[src/rtl/rr_arb_mux.sv]
// N:1 registered selector with round-robin arbitration and a fixed-select override.
// One-entry output register; valid/ready handshakes on every port.
module rr_arb_mux #(
    parameter  int WIDTH = 32,
    parameter  int N     = 4,
    localparam int SELW  = (N > 1) ? $clog2(N) : 1
) (
    input  logic                 clk,
    input  logic                 rst_n,
    input  logic [N*WIDTH-1:0]   in_data,
    input  logic [N-1:0]         in_valid,
    output logic [N-1:0]         in_ready,
    input  logic                 force_en,
    input  logic [SELW-1:0]      force_sel,
    output logic [WIDTH-1:0]     out_data,
    output logic [SELW-1:0]      out_src,
    output logic                 out_valid,
    input  logic                 out_ready
);

    logic [SELW-1:0]  ptr_q,       ptr_d;
    logic             out_valid_q, out_valid_d;
    logic [WIDTH-1:0] out_data_q,  out_data_d;
    logic [SELW-1:0]  out_src_q,   out_src_d;

    logic             can_load;
    logic             rr_found;
    logic [SELW-1:0]  rr_idx;
    logic             force_ok;
    logic             grant_vld;
    logic [SELW-1:0]  grant_idx;
    logic             accept;

    // Modular add for channel indices; both operands are always below N.
    function automatic logic [SELW-1:0] wrap_add(input logic [SELW-1:0] base, input int off);
        int s;
        s = int'(base) + off;
        if (s >= N) begin
            s = s - N;
        end
        return s[SELW-1:0];
    endfunction

    assign can_load = !out_valid_q || out_ready;

    always_comb begin
        rr_found = 1'b0;
        rr_idx   = '0;
        for (int k = 0; k < N; k++) begin
            logic [SELW-1:0] cand;
            cand = wrap_add(ptr_q, k);
            if (!rr_found && in_valid[cand]) begin
                rr_found = 1'b1;
                rr_idx   = cand;
            end
        end
    end

    // An out-of-range force_sel must never reach the in_valid index.
    assign force_ok = (int'(force_sel) < N) && in_valid[force_sel];

    always_comb begin
        grant_vld = 1'b0;
        grant_idx = '0;
        if (force_en) begin
            grant_vld = force_ok;
            grant_idx = force_sel;
        end else begin
            grant_vld = rr_found;
            grant_idx = rr_idx;
        end
    end

    assign accept = grant_vld && can_load;

    // in_ready is gated by rst_n so nothing looks accepted while reset is held.
    always_comb begin
        in_ready = '0;
        if (rst_n && accept) begin
            in_ready[grant_idx] = 1'b1;
        end
    end

    always_comb begin
        ptr_d       = ptr_q;
        out_valid_d = out_valid_q;
        out_data_d  = out_data_q;
        out_src_d   = out_src_q;
        if (accept) begin
            out_valid_d = 1'b1;
            out_data_d  = in_data[int'(grant_idx)*WIDTH +: WIDTH];
            out_src_d   = grant_idx;
            if (!force_en) begin
                ptr_d = wrap_add(grant_idx, 1);
            end
        end else if (out_ready) begin
            out_valid_d = 1'b0;
        end
    end

    always_ff @(posedge clk or negedge rst_n) begin
        if (!rst_n) begin
            ptr_q       <= '0;
            out_valid_q <= 1'b0;
            out_data_q  <= '0;
            out_src_q   <= '0;
        end else begin
            ptr_q       <= ptr_d;
            out_valid_q <= out_valid_d;
            out_data_q  <= out_data_d;
            out_src_q   <= out_src_d;
        end
    end

    assign out_valid = out_valid_q;
    assign out_data  = out_data_q;
    assign out_src   = out_src_q;

endmodule

[config.mk]
export PLATFORM = sky130hd
export DESIGN_NAME = rr_arb_mux
export DESIGN_NICKNAME = d
export VERILOG_FILES = /design/src/rtl/rr_arb_mux.sv
export SDC_FILE = /design/constraint.sdc
export NUM_CORES = 1
export LEC_CHECK = 0
export CAP_MARGIN = 30
export CELL_PAD_IN_SITES_DETAIL_PLACEMENT = 1
export CELL_PAD_IN_SITES_GLOBAL_PLACEMENT = 1
export CORE_MARGIN = 3
export CORE_UTILIZATION = 27
export CTS_CLUSTER_SIZE = 20
export DETAILED_ROUTE_END_ITERATION = 6
export HOLD_SLACK_MARGIN = 0.15
export PLACE_DENSITY_LB_ADDON = 0.12
export REMOVE_ABC_BUFFERS = 1
export SLEW_MARGIN = 20
export SYNTH_ARGS = -nofsm -noshare
export SYNTH_HDL_FRONTEND = slang
export SYNTH_SLANG_ARGS = --single-unit
[constraint.sdc]
create_clock -name clk -period 2.8 [get_ports clk]
set_clock_uncertainty 0.1 [all_clocks]
set_input_delay 0.42 -clock clk [delete_from_list [all_inputs] [get_ports clk]]
set_output_delay 0.42 -clock clk [all_outputs]
set_load 0.1 [all_outputs]
==> impl_results.md <==
- Max-slew headroom: 78.26%
- Max clock buf depth: 2
- Starting Density: 28.22%
- Synth cell types: 30
- Crit path top cell by count: buf_12
- Vias in the first global route: 2,580
- Via/cell ratio: 4.870
- Antenna-violating nets left: 0
- Part of the Yosys area used for sequential elements: 36.91%
- Most common cell in the synthesized netlist: dfrtp_1
- CP max stage cell: o41a_4
- Critical path arrival: 2.21 ns
- Average wire per standard cell: 18.77 um
- Final instance area: 0.004639 sq mm
- Synth area leader: dfrtp_1
- Num Clock Sinks: 37
- DRT Wirelength: 8.633 mm
- Nets: 489
- Die W: 102.4 um
- Max_cap viols: 0
- Core Box Area: 0.008891 sq mm
- Critical path class: primary input to primary output
- CTS tree: yes
- Cell area after synthesis: 0.002509 sq mm
- Routability cong.: 0.8507
- Via count: 2,240
- Largest net degree at the start of global routing: 20
- Terminus of the critical flop-to-flop path: out_data[13]$_DFFE_PN0P_
- CP Capture Type: primary output
- R2R depth: 7
- CTS buffer count: 5
- Min Tclk post-route: 2.730 ns
- First-pass GRT wire length: 12.95 mm
- WHS Endpoint: out_data[26]$_DFFE_PN0P_
- GRT Util Overall: 16.29%
- Count of input and output buffers: 176
- Initial DRC Count: 25
- Die H: 102.4 um
- Worst-Skew Late Latency: 0.29 ns
- Max Slew Vio Count: 0
- DIE AREA: 0.01048 sq mm
- Worst-path clk slew: 0.07 ns
- CP top delay family: simple AND/OR/NAND/NOR gates
- Post-synth top flop: dfrtp_1
- Cell Pwr Density: 910.3 mW/mm^2
- Synth Area per Inst: 16.40 sq um
- VDD IR max: 507.9 uV
- RSZ-0062 raised after global routing: false
- EDFF count, synth: 0
- Number of remaining DRC errors: 0
- Hold path depth: 1
- HP Class: flip-flop to flip-flop
- Area contributors post-synth: dfrtp_1 (37%), mux4_2 (24%), mux2_4 (16%)
- Req. time, crit path: 2.28 ns
- Yosys warning count: 0
- CP Cell Sequence: dlygate4sd2_1 -> and3b_1 -> o41a_4 -> buf_12 -> nand3b_1 -> nor2_2 -> buf_12
- Post-route clock period utilization: 97.50%
- Yosys reg bits: 37
- Row cnt: 34
- R2r startpoint: ptr_q[1]$_DFFE_PN0P_
- GR Overflow Total: 0
- Tightest hold margin: 0.4174 ns
- Ant. Diodes: 0
- Htree depth: 2
- Hold_sp: out_data[26]$_DFFE_PN0P_
- Worst Tran Pin Value: 0.3255 ns
- Final non-filler cell total: 460
- Placed cell areas: 0.004438 sq mm
- Async S/R FF share, synth: 100.0%
- Dpl cells: 445
- R2R setup slack: 0.31 ns
- Initial antenna violation count: 0
- F_max: 366.3 MHz
- Share of the synthesized area in the top cell type: 36.91%
- # setup viols final: 0
- CTS Root Cell: clkbuf_8
- Fin. Hold Viols: 0
- Worst setup SP type: primary input
- DP Wirelength: 7.060 mm
- Worst Path Buf+Inv: 3
- Status: finished, final reports clean
- Mapped Cells: 153
- Filler cells: 912
- Largest fanout on the critical path: 7
- LEAKAGE: 1.948 nW
- Synth cell count leaders: dfrtp_1 (37), mux4_2 (27), mux2_4 (26)
- Top-Level Pins: 177
- CP peak stage delay: 0.51 ns
- Syn-to-layout area delta: 84.94%
- Post-layout util: 52.18%
- Layout cell share with drive strength beyond 1: 40.63%
- Pre-antenna DRT Iters: 3
power by group:
part	internal, mW	total (mW)	switching (mW)	leakage [nW]
Sequential	0.738	0.871	0.134	0.428
Combinational	0.981	2.87	1.89	1.46
Clock	0.291	0.487	0.196	0.0585
final cells by class:
| cell class | count | area, sq um | area share (%) |
|---|---|---|---|
| Clock buffer | 7 | 86.33 | 1.861 |
| Multi-Input combinational cell | 104 | 1511 | 32.58 |
| Inverter | 1 | 3.754 | 0.08091 |
| Timing Repair Buffer | 202 | 1946 | 41.94 |
| Tap cell | 108 | 135.1 | 2.913 |
| Sequential cell | 37 | 927.1 | 19.98 |
| Clock inverter | 1 | 30.03 | 0.6472 |
layer usage:
metal,up-vias,global-route usage [%],wire (um)
met2,78,30.78,4959
met3,18,4.027,470
li1,1009,-,-
met1,1135,17.22,2965
met5,-,0,0
met4,0,6.357,237
how the worst max path moves through the flow:
| stage | slack (ns) | depth (start not counted) | start | end |
|---|---|---|---|---|
| after global routing | 0.002 | 8 | in_valid[2] | in_ready[1] |
| after detailed placement | -0.28 | 7 | in_valid[0] | out_data[1]$_DFFE_PN0P_ |
| after global placement | -0.24 | 7 | in_valid[3] | in_ready[1] |
| final | 0.07 | 7 | in_valid[3] | in_ready[1] |
| after CTS | 0.001 | 7 | ptr_q[1]$_DFFE_PN0P_ | in_ready[3] |
| after floorplan | -2.51 | 4 | out_valid$_DFFE_PN0P_ | in_ready[0] |
flip-flops by register name, summed over array words and instances (netlist names):
name / flops
out_data: 32
out_src: 2
ptr_q: 2
out_valid: 1
cell families after synthesis:
family                 after synthesis  share of synthesized area [%]
multiplexers                        69                          50.47
flip-flops                          37                          36.91
AND/OR/NAND/NOR                     26                          5.786
buffers and inverters               12                          4.289
AO/OA/AOI/OAI                        8                          2.194
XOR/XNOR                             1                         0.3492
worst register-to-register path, stage by stage (launching register included):
cell     delay [ns]
dfrtp_2        0.45
or2b_1         0.25
a21oi_1        0.22
o41a_4         0.20
buf_12         0.11
buf_4          0.24
mux4_2         0.54
mux2_4         0.27
layout by cell type, fill, tap and decap left out, drive strengths merged, types with 2 or more instances in the layout:
master and n:
clkdlybuf4s50 131, nor2b 2, clkbuf 7, nor3 2, mux2i 2, dlygate4sd2 4
mux4 33, mux2 34, dfrtp 37, nand2 2, buf 65, nand2b 3
a21oi 3, nor2 9
through the flow:
stage	TNS [ns]	worst slack, ns	total power [mW]
after CTS	0	0.001092	4.255
after global placement	-5.890	-0.2399	3.707
after floorplan	-43.46	-2.512	2.953
final	0	0.06999	4.223
after detailed placement	-7.317	-0.2839	3.729
after global routing	0	0.002409	4.398
timing repair:
action	in CTS	in global routing
resized for setup	10	5
buffers inserted	3	3
endpoints found under the hold margin	37	0
hold buffers	1	0
pin swaps	2	4
endpoints found under the setup margin	4	4
(Power assumes the default switching activity.)
